File: src/rtl/melody_pkg.sv
// Shared definitions for the melody sequencer: note codes, pitch lookup,
// FSM states and the default song ROM.
package melody_pkg;

  localparam logic [3:0] REST = 4'd0;
  localparam logic [3:0] A4   = 4'd1;
  localparam logic [3:0] B4   = 4'd2;
  localparam logic [3:0] C5   = 4'd3;
  localparam logic [3:0] D5   = 4'd4;
  localparam logic [3:0] E5   = 4'd5;
  localparam logic [3:0] F5   = 4'd6;
  localparam logic [3:0] G5   = 4'd7;
  localparam logic [3:0] END  = 4'd15;

  typedef enum logic [2:0] {IDLE, LOAD, NOTE, GAP, DONE} state_e;

  typedef struct packed {
    logic [3:0] code;
    logic [7:0] dur;
  } rom_entry_t;

  // Half-period in 25 MHz cycles; anything that is not a pitch is silence.
  function automatic logic [15:0] half_period_of(input logic [3:0] code);
    case (code)
      A4:      return 16'd28409;
      B4:      return 16'd25303;
      C5:      return 16'd23900;
      D5:      return 16'd21294;
      E5:      return 16'd18968;
      F5:      return 16'd17908;
      G5:      return 16'd15964;
      default: return 16'd0;
    endcase
  endfunction

  localparam rom_entry_t SONG_ROM [16] = '{
    {E5, 8'd20}, {E5, 8'd20}, {F5, 8'd20}, {G5, 8'd20},
    {REST, 8'd10}, {A4, 8'd0}, {G5, 8'd20}, {F5, 8'd20},
    {E5, 8'd20}, {D5, 8'd20}, {C5, 8'd20}, {C5, 8'd20},
    {D5, 8'd20}, {E5, 8'd20}, {E5, 8'd40}, {END, 8'd0}
  };

endpackage

File: src/rtl/melody_sequencer_tick_divider.sv
// Duration prescaler: counts 0..TICK_DIV-1 and pulses tick on the wrap cycle.
module tick_divider #(
  parameter int TICK_DIV = 250000
) (
  input  logic clk_25mhz,
  input  logic resetn,
  input  logic clear,
  output logic tick
);

  localparam int PW = (TICK_DIV > 1) ? $clog2(TICK_DIV) : 1;
  localparam logic [PW-1:0] LAST = PW'(TICK_DIV - 1);

  logic [PW-1:0] cnt_q, cnt_d;

  assign tick = (cnt_q == LAST);

  always_comb begin
    cnt_d = cnt_q + PW'(1);
    if (clear || tick) cnt_d = '0;
  end

  always_ff @(posedge clk_25mhz or negedge resetn) begin
    if (!resetn) cnt_q <= '0;
    else         cnt_q <= cnt_d;
  end

endmodule

File: src/rtl/melody_sequencer.sv
// Steps through the song ROM and drives the tone generator's half-period,
// with per-note durations, an articulation gap and play/stop/loop control.
module melody_sequencer
  import melody_pkg::*;
#(
  parameter int         TICK_DIV  = 250000,
  parameter int         GAP_TICKS = 2,
  parameter int         SONG_LEN  = 16,
  parameter rom_entry_t ROM [SONG_LEN] = SONG_ROM,
  localparam int        IW = (SONG_LEN > 1) ? $clog2(SONG_LEN) : 1
) (
  input  logic          clk_25mhz,
  input  logic          resetn,
  input  logic          play,
  input  logic          stop,
  input  logic          loop,
  output logic [15:0]   half_period,
  output logic [IW-1:0] note_index,
  output logic          playing,
  output logic          done
);

  localparam logic [7:0]    GAP_CNT  = 8'(GAP_TICKS);
  localparam logic [IW-1:0] LAST_IDX = IW'(SONG_LEN - 1);

  state_e        state_q, state_d, adv_state;
  logic          play_q;
  logic [IW-1:0] idx_q, idx_d, adv_idx;
  logic [15:0]   hp_q, hp_d;
  logic [7:0]    remain_q, remain_d;
  logic          clear, tick, start;
  rom_entry_t    entry;

  assign start = play & ~play_q;
  assign entry = ROM[idx_q];

  tick_divider #(.TICK_DIV(TICK_DIV)) u_tick (
    .clk_25mhz (clk_25mhz),
    .resetn    (resetn),
    .clear     (clear),
    .tick      (tick)
  );

  // Where to go once a note (and its gap) is finished; the last slot acts as END.
  always_comb begin
    adv_state = LOAD;
    adv_idx   = idx_q + IW'(1);
    if (idx_q == LAST_IDX) begin
      adv_idx   = loop ? '0 : idx_q;
      adv_state = loop ? LOAD : DONE;
    end
  end

  always_comb begin
    state_d  = state_q;
    idx_d    = idx_q;
    hp_d     = hp_q;
    remain_d = remain_q;
    clear    = 1'b0;
    case (state_q)
      IDLE: begin
        hp_d = '0;
        if (start) begin
          state_d = LOAD;
          idx_d   = '0;
        end
      end
      LOAD: begin
        if (entry.code == END) begin
          if (loop) idx_d = '0;
          else      state_d = DONE;
        end else begin
          state_d  = NOTE;
          hp_d     = half_period_of(entry.code);
          remain_d = (entry.dur == 8'd0) ? 8'd1 : entry.dur;
          clear    = 1'b1;
        end
      end
      NOTE: begin
        if (tick) begin
          remain_d = remain_q - 8'd1;
          if (remain_q == 8'd1) begin
            hp_d = '0;
            if (GAP_TICKS == 0) begin
              state_d = adv_state;
              idx_d   = adv_idx;
            end else begin
              state_d  = GAP;
              remain_d = GAP_CNT;
              clear    = 1'b1;
            end
          end
        end
      end
      GAP: begin
        if (tick) begin
          remain_d = remain_q - 8'd1;
          if (remain_q == 8'd1) begin
            state_d = adv_state;
            idx_d   = adv_idx;
          end
        end
      end
      DONE: begin
        hp_d    = '0;
        state_d = IDLE;
      end
      default: state_d = IDLE;
    endcase
    // Stop wins over everything, including a simultaneous start.
    if (stop) begin
      state_d = IDLE;
      hp_d    = '0;
      idx_d   = '0;
    end
  end

  always_ff @(posedge clk_25mhz or negedge resetn) begin
    if (!resetn) begin
      state_q  <= IDLE;
      play_q   <= 1'b0;
      idx_q    <= '0;
      hp_q     <= '0;
      remain_q <= '0;
    end else begin
      state_q  <= state_d;
      play_q   <= play;
      idx_q    <= idx_d;
      hp_q     <= hp_d;
      remain_q <= remain_d;
    end
  end

  assign half_period = hp_q;
  assign note_index  = idx_q;
  assign playing     = (state_q == LOAD) || (state_q == NOTE) || (state_q == GAP);
  assign done        = (state_q == DONE);

endmodule

File: config.mk
export PLATFORM = sky130hd
export DESIGN_NAME = melody_sequencer
export DESIGN_NICKNAME = d
export VERILOG_FILES = /design/src/rtl/melody_pkg.sv /design/src/rtl/melody_sequencer_tick_divider.sv /design/src/rtl/melody_sequencer.sv
export SDC_FILE = /design/constraint.sdc
export NUM_CORES = 1
export LEC_CHECK = 0
export BUFFER_PORTS_ARGS = -buffer_cell sky130_fd_sc_hd__clkbuf_2
export CORE_ASPECT_RATIO = 1.2
export CORE_MARGIN = 2
export CORE_UTILIZATION = 45
export DETAILED_ROUTE_END_ITERATION = 6
export PLACE_DENSITY = 0.65
export SLEW_MARGIN = 5
export SYNTH_ARGS = -nofsm -noshare
export SYNTH_HDL_FRONTEND = slang
export SYNTH_HIERARCHICAL = 1
export SYNTH_SLANG_ARGS = --single-unit
File: constraint.sdc
create_clock -name clk_25mhz -period 5.52 [get_ports clk_25mhz]
set_clock_uncertainty 0.2 [all_clocks]
set_input_delay 0.276 -clock clk_25mhz [delete_from_list [all_inputs] [get_ports clk_25mhz]]
set_output_delay 0.276 -clock clk_25mhz [all_outputs]
set_load 0.005 [all_outputs]
==> impl_metrics.tcl, run 1 <==
set metrics [dict create \
    period_minus_slack_ns 3.224 \
    synth-simple-area-share 0.2202 \
    period_share 0.5841 \
    clkTransAtPathRegs_ns 0.09 \
    fmax_mhz 310.2 \
    rsz0062_at_grt "false" \
    layout_commonest_cell "dfrtp_1" \
    timing.setup.tns_ns 0 \
    wl_mm 6.852 \
    crit_type "register to register" \
    grt_util_all_layers 0.1994 \
    cts_resized 0 \
    drive_gt1_frac 0.1345 \
    die_w_um 78.68 \
    drt_iter0_drc 209 \
    syn_area_um2 3012 \
    area_delta_synth_final_pct 9.639 \
    path_max_fanout 16 \
    h-tree-depth 2 \
    slew-limit-headroom 0.4311 \
    grt_pass1_wl_mm 11.83 \
    initial_core_util 0.4672 \
    root_buffer "clkbuf_8" \
    critPathBufInv 1 \
    synth_top_family_by_area "compound AO/OA/AOI/OAI gates" \
    ys_async_sr_fraction 1.000 \
    min_path_type "input port to register" \
    worstReg2RegEnd "u_tick/cnt_q[4]" \
    vias 2567 \
    antenna_found_initial 0 \
    crit_family "simple AND/OR/NAND/NOR gates" \
    synth_compound_area_frac 0.2219 \
    r2r-start "u_tick/cnt_q[0]" \
    slowest_stage "nor4_1" \
    viasPerCell 5.808 \
    whs_path_depth 3 \
    path_cells "ha_1, nand4_1, nor4_1, and3_1, nand2_1, a21oi_1, inv_1, o41ai_4, nor2_1" \
    yosysUniqueCellTypes 60 \
    max-vdd-ir-drop_v 0.0001682 \
    synth_fp_nets 350 \
    finalHoldViolations 0 \
    clkLatencyLatePin_ns 0.30 \
    avgSynthCellArea_um2 8.937 \
    final_net_count 369 \
    status "completed" \
    cts.path.max_buffers 2 \
    p_leak_nw 1.419 \
    cp_slowest_stage_delay_ns 0.57 \
    fp-row-count 32 \
    dp_hpwl_mm 4.840 \
    ys.warnings.count 6 \
    synth_ff_type "dfrtp_1" \
    io_buffers 25 \
    dpl_cell_area_um2 3162 \
    max_slew.worst_pin.slew_ns 0.8505 \
    detail-route-antenna-nets 0 \
    ioPinCount 27 \
    synth_seq_cells 49 \
    arrival_ns 3.18 \
    synth.yosys.seq_area_share 0.4071 \
    fin_util 0.5122 \
    rrSetupSlack_ns 2.30 \
    synthAdderAreaFrac 0.03324 \
    die_height_um 93.62 \
    end_kind "register" \
    cts_buffers 5 \
    wl_per_cell_um 15.50 \
    synth_cells 337 \
    p_per_area_nw_per_um2 351.3 \
    design_area_um2 3302 \
    synth_xor_area_frac 0.05816 \
    worst_ep_required_time_ns 5.48 \
    drv_cap 0 \
    start_kind "register" \
    drc_errors 0 \
    coreArea_um2 6446 \
    cts_tree "yes" \
    grt_max_degree 50 \
    dieArea_um2 7366 \
    grt_overflow 0 \
    setup_viol_count_final 0 \
    place_congestion 0.8913 \
    final_cell_mix "49 x dfrtp_1, 39 x nand2_1, 37 x nor2_1" \
    insertedDiodeCount 0 \
    firstDrtPassIters 5 \
    hold_path_startpoint "stop" \
    slew_violations 0 \
    min_delay_worst_endpoint "state_q[0]" \
    worstRegToRegCells 9 \
    cts.sinks 49 \
    muxShareOfSynthArea 0.009971 \
    grt_pass1_vias 2505 \
    synth-edff-count 0 \
]
worst reg2reg max path, stage by stage, from the launching register on:
cell	delay, ns
dfrtp_1	0.39
ha_1	0.22
nand4_1	0.36
nor4_1	0.57
and3_1	0.44
nand2_1	0.09
a21oi_1	0.37
inv_1	0.14
o41ai_4	0.18
nor2_1	0.13
power by group:
group	switching, mW	internal (mW)	total, mW
logic	0.243	0.157	0.401
clock network	0.122	0.147	0.269
registers	0.0718	0.418	0.490
layout make-up:
type	count	area [um^2]
flip-flops and latches	49	1226
well taps	85	106.4
inverters	15	56.30
clock inverters	2	37.54
fillers	620	3144
multi-input cells	257	1640
repair buffers	28	152.6
clock buffers	6	82.58
through the flow:
stage / cells / setup WS (ns) / total power, mW / hold WS (ns)
after floorplan: 337 / 2.839 / 0.7959 / -0.2196
after global placement: 432 / 2.394 / 0.8916 / 0.2045
after detailed placement: 432 / 2.294 / 0.8950 / 0.2090
after CTS: 442 / 2.293 / 1.172 / 0.1486
after global routing: 442 / 1.962 / 1.245 / 0.1820
final: 442 / 2.296 / 1.160 / 0.1574
timing repair:
action	CTS	global route
endpoints found under the setup margin	0	0
hold endpoints to repair	50	0
hold buffers	2	0
setup buffers	0	0
logic make-up after synthesis:
kind of cell | Yosys count
and+or+nand+nor | 134
buffers and inverters | 31
DFF | 49
other | 1
xor gates and xnor gates | 20
adders and majority gates | 8
muxes | 3
AOI/OAI and AO/OA | 91
worst max-delay path by stage:
stage | from | end | slack (ns) | cells after the start
2_1_floorplan | u_tick/cnt_q[11] | u_tick/cnt_q[10] | 2.84 | 10
3_3_place_gp | u_tick/cnt_q[0] | u_tick/cnt_q[13] | 2.39 | 9
3_5_place_dp | u_tick/cnt_q[0] | u_tick/cnt_q[12] | 2.29 | 9
4_1_cts | u_tick/cnt_q[0] | u_tick/cnt_q[4] | 2.29 | 9
5_1_grt | u_tick/cnt_q[0] | u_tick/cnt_q[16] | 1.96 | 9
6_report | u_tick/cnt_q[0] | u_tick/cnt_q[4] | 2.30 | 9
flip-flops by register name (all words and copies together) (netlist names):
signal,cells
half_period,15
remain_q,8
u_tick/cnt_q,18
state_q,3
note_index,4
play_q,1
synthesized netlist by cell type, types with 6 or more instances:
library cell,instances,share of area
a21oi_1,18,0.030
clkbuf_1,7,0.0087
a22o_1,8,0.023
xnor2_1,17,0.049
nand3_1,9,0.015
dfrtp_1,49,0.41
inv_1,14,0.017
o21ai_0,14,0.023
nand4_1,8,0.017
o21ai_1,7,0.012
nor2_1,37,0.046
ha_1,8,0.033
nor4_1,10,0.021
a31oi_1,6,0.012
nand2_1,39,0.049
layer usage:
metal  up-vias  global-route usage  share of wire
li1       1261                   -              -
met1      1235              0.2505           0.45
met2        63              0.3397           0.50
met3         8             0.03958          0.039
met4         0             0.07018          0.014
met5         -                   0              0
Power figures use the tool's default switching activity.
==> inputs of run 2 (changes only) <==
Settings changed: ABC_AREA set to 1, PLACE_DENSITY 0.65 to 0.67.
Clock period 5.52 ns to 2.6 ns, I/O delays scaled along.
==> run 2 against run 1 <==
Synthesized area grew 9.8%. Flip-flop and latch count unchanged. Final area grew 9.1%. Synthesized cell count up 42%. Maximum frequency up 39%. Largest cell class unchanged.
==> impl_metrics.tcl, run 2 <==
set metrics [dict create \
    end_kind "register" \
    die_w_um 82.27 \
    ioPinCount 27 \
    h-tree-depth 2 \
    whs_path_depth 4 \
    final_cell_mix "177 x nand2_1, 53 x nor2_1, 49 x nand3_1, 49 x dfrtp_1, 39 x inv_1" \
    cts.path.max_buffers 2 \
    drt_iter0_drc 152 \
    antenna_found_initial 0 \
    critPathBufInv 2 \
    avgSynthCellArea_um2 6.892 \
    slew-limit-headroom 0.5991 \
    synth_area_leader_cell "dfrtp_1" \
    firstDrtPassIters 4 \
    synth_top_cell_area_share 0.3707 \
    detail-route-antenna-nets 0 \
    dp_hpwl_mm 5.548 \
    final-seq-area_um2 1226 \
    drive_gt1_frac 0.1375 \
    drv_cap 0 \
    instances_no_fill 599 \
    initial_core_util 0.4601 \
    grt_overflow 0 \
    ys_async_sr_fraction 1.000 \
    period_share 0.8938 \
    synth_fp_nets 493 \
    min_delay_worst_endpoint "state_q[1]" \
    dp_cells 589 \
    wl_mm 7.305 \
    cts_resized 0 \
    hold_buffers 2 \
    start_kind "register" \
    io_buffers 25 \
    insertedDiodeCount 0 \
    cts_tree "yes" \
    crit_type "register to register" \
    viasPerCell 5.119 \
    drc_errors 0 \
    p_per_area_nw_per_um2 735.7 \
    area_delta_synth_final_pct 8.850 \
    status "completed" \
    dieArea_um2 8056 \
    place_congestion 0.9211 \
    period_minus_slack_ns 2.324 \
    min_path_type "input port to register" \
    root_buffer "clkbuf_8" \
    slew_violations 0 \
    max-vdd-ir-drop_v 0.0004982 \
    cts.sinks 49 \
    coreArea_um2 7189 \
    crit_cells 10 \
    p_leak_nw 1.870 \
    largest_reg_flops 18 \
    fillers 747 \
    grt_util_all_layers 0.1954 \
    synth_cells 480 \
    arrival_ns 2.33 \
    rrSetupSlack_ns 0.28 \
    layout_commonest_cell "nand2_1" \
    yosysUniqueCellTypes 35 \
    path_max_fanout 15 \
    worstRegToRegCells 10 \
    synth_area_leaders "dfrtp_1 37%, nand2_1 20%, nand3_1 7.4%" \
    setup_viol_count_final 0 \
    cts_buffers 5 \
    final_net_count 521 \
    synth.yosys.seq_area_share 0.3707 \
    top_register "u_tick/cnt_q" \
    grt_max_degree 28 \
    synth-edff-count 0 \
    vias 3066 \
    worstReg2RegEnd "half_period[9]" \
    yosysMostFrequentCell "nand2_1" \
    crit_family "simple AND/OR/NAND/NOR gates" \
    max_slew.worst_pin.slew_ns 0.6014 \
    grt_pass1_vias 2849 \
    finalHoldViolations 0 \
    path_cells "ha_1, nand3_1, nor4_1, inv_1, nand3_1, o21ai_1, clkinv_1, nand3_4, nand2_1, nand2_1" \
    clkLatencyLatePin_ns 0.31 \
    slowest_stage "nor4_1" \
    timing.setup.tns_ns 0 \
    hold_path_startpoint "stop" \
    multi_input_area_um2 1789 \
    worst_ep_required_time_ns 2.61 \
    fp-row-count 34 \
    synth_ff_type "dfrtp_1" \
    cp_slowest_stage_delay_ns 0.49 \
    fmax_mhz 430.3 \
    cts_setup_buffers 0 \
    clkTransAtPathRegs_ns 0.10 \
    syn_area_um2 3308 \
    wl_per_cell_um 12.20 \
    die_height_um 97.93 \
    synth_seq_cells 49 \
    r2r-start "u_tick/cnt_q[0]" \
    rsz0062_at_grt "false" \
    ys.warnings.count 6 \
    ys_top_cells_by_count "177 x nand2_1, 53 x nor2_1, 49 x dfrtp_1, 49 x nand3_1, 39 x inv_1" \
    grt_pass1_wl_mm 12.72 \
]
run 2: changes by cell type after synthesis, moves of 8 or more:
cell and change:
a22o_1 -8, nand2_1 +138, nand3_1 +40, nor4_1 -9, nor2_1 +16, inv_1 +25
inv_2 +9, xnor2_1 -15
run 2: how the worst max path moves through the flow:
stage                    startpoint               end  slack (ns)
floorplan           u_tick/cnt_q[0]  u_tick/cnt_q[14]        0.37
global placement    u_tick/cnt_q[0]     note_index[3]        0.36
detailed placement  u_tick/cnt_q[0]    half_period[9]        0.28
CTS                 u_tick/cnt_q[0]    half_period[9]        0.27
global route        u_tick/cnt_q[0]    half_period[3]        0.08
finish              u_tick/cnt_q[0]    half_period[9]        0.28
run 2: where the power goes:
part,internal [mW],switching (mW)
clock,0.196,0.290
combinational,0.376,0.768
sequential,0.887,0.131
total,1.46,1.19
run 2: kinds of logic after synthesis:
| kind of cell | Yosys count | synth area share |
|---|---|---|
| xor gates and xnor gates | 11 | 0.02912 |
| and+or+nand+nor | 316 | 0.4247 |
| other | 1 | 0.001134 |
| AOI/OAI and AO/OA | 33 | 0.05560 |
| buffers and inverters | 62 | 0.08850 |
| DFF | 49 | 0.3707 |
| adders and majority gates | 8 | 0.03026 |
run 2: per-layer routing:
layer | share of wire | vias up | routed length, um | global-route usage
met3 | 0.029 | 5 | 212 | 0.02773
met4 | 0.0086 | 0 | 63 | 0.04231
met1 | 0.47 | 1431 | 3430 | 0.2619
li1 | - | 1576 | - | -
met5 | 0 | - | 0 | 0
met2 | 0.49 | 54 | 3598 | 0.3300
run 2: final cells by class:
cell class,instances,area share
sequential,49,0.3405
clock buffer,5,0.01911
inverter,50,0.05212
tap,90,0.03127
timing repair buffer,33,0.05281
multi-input combinational,369,0.4969
clock inverter,3,0.007297
run 2: per-stage QoR:
| stage | instance area, um^2 | util | hold WS (ns) | total power, mW | setup WS [ns] |
|---|---|---|---|---|---|
| after floorplan | 3308 | - | -0.3656 | 1.942 | 0.3700 |
| after global placement | 3486 | 0.4849 | -0.02378 | 2.149 | 0.3609 |
| after detailed placement | 3486 | 0.4849 | -0.03185 | 2.179 | 0.2802 |
| after CTS | 3601 | 0.5009 | 0.003647 | 2.673 | 0.2666 |
| after global routing | 3601 | 0.5009 | 0.04334 | 2.883 | 0.07743 |
| final | 3601 | 0.5009 | 0.02778 | 2.649 | 0.2761 |
run 2: worst register-to-register path: stages, from the launching register on:
cell	delay, ns
dfrtp_1	0.41
ha_1	0.22
nand3_1	0.15
nor4_1	0.49
inv_1	0.12
nand3_1	0.12
o21ai_1	0.08
clkinv_1	0.07
nand3_4	0.17
nand2_1	0.12
nand2_1	0.06
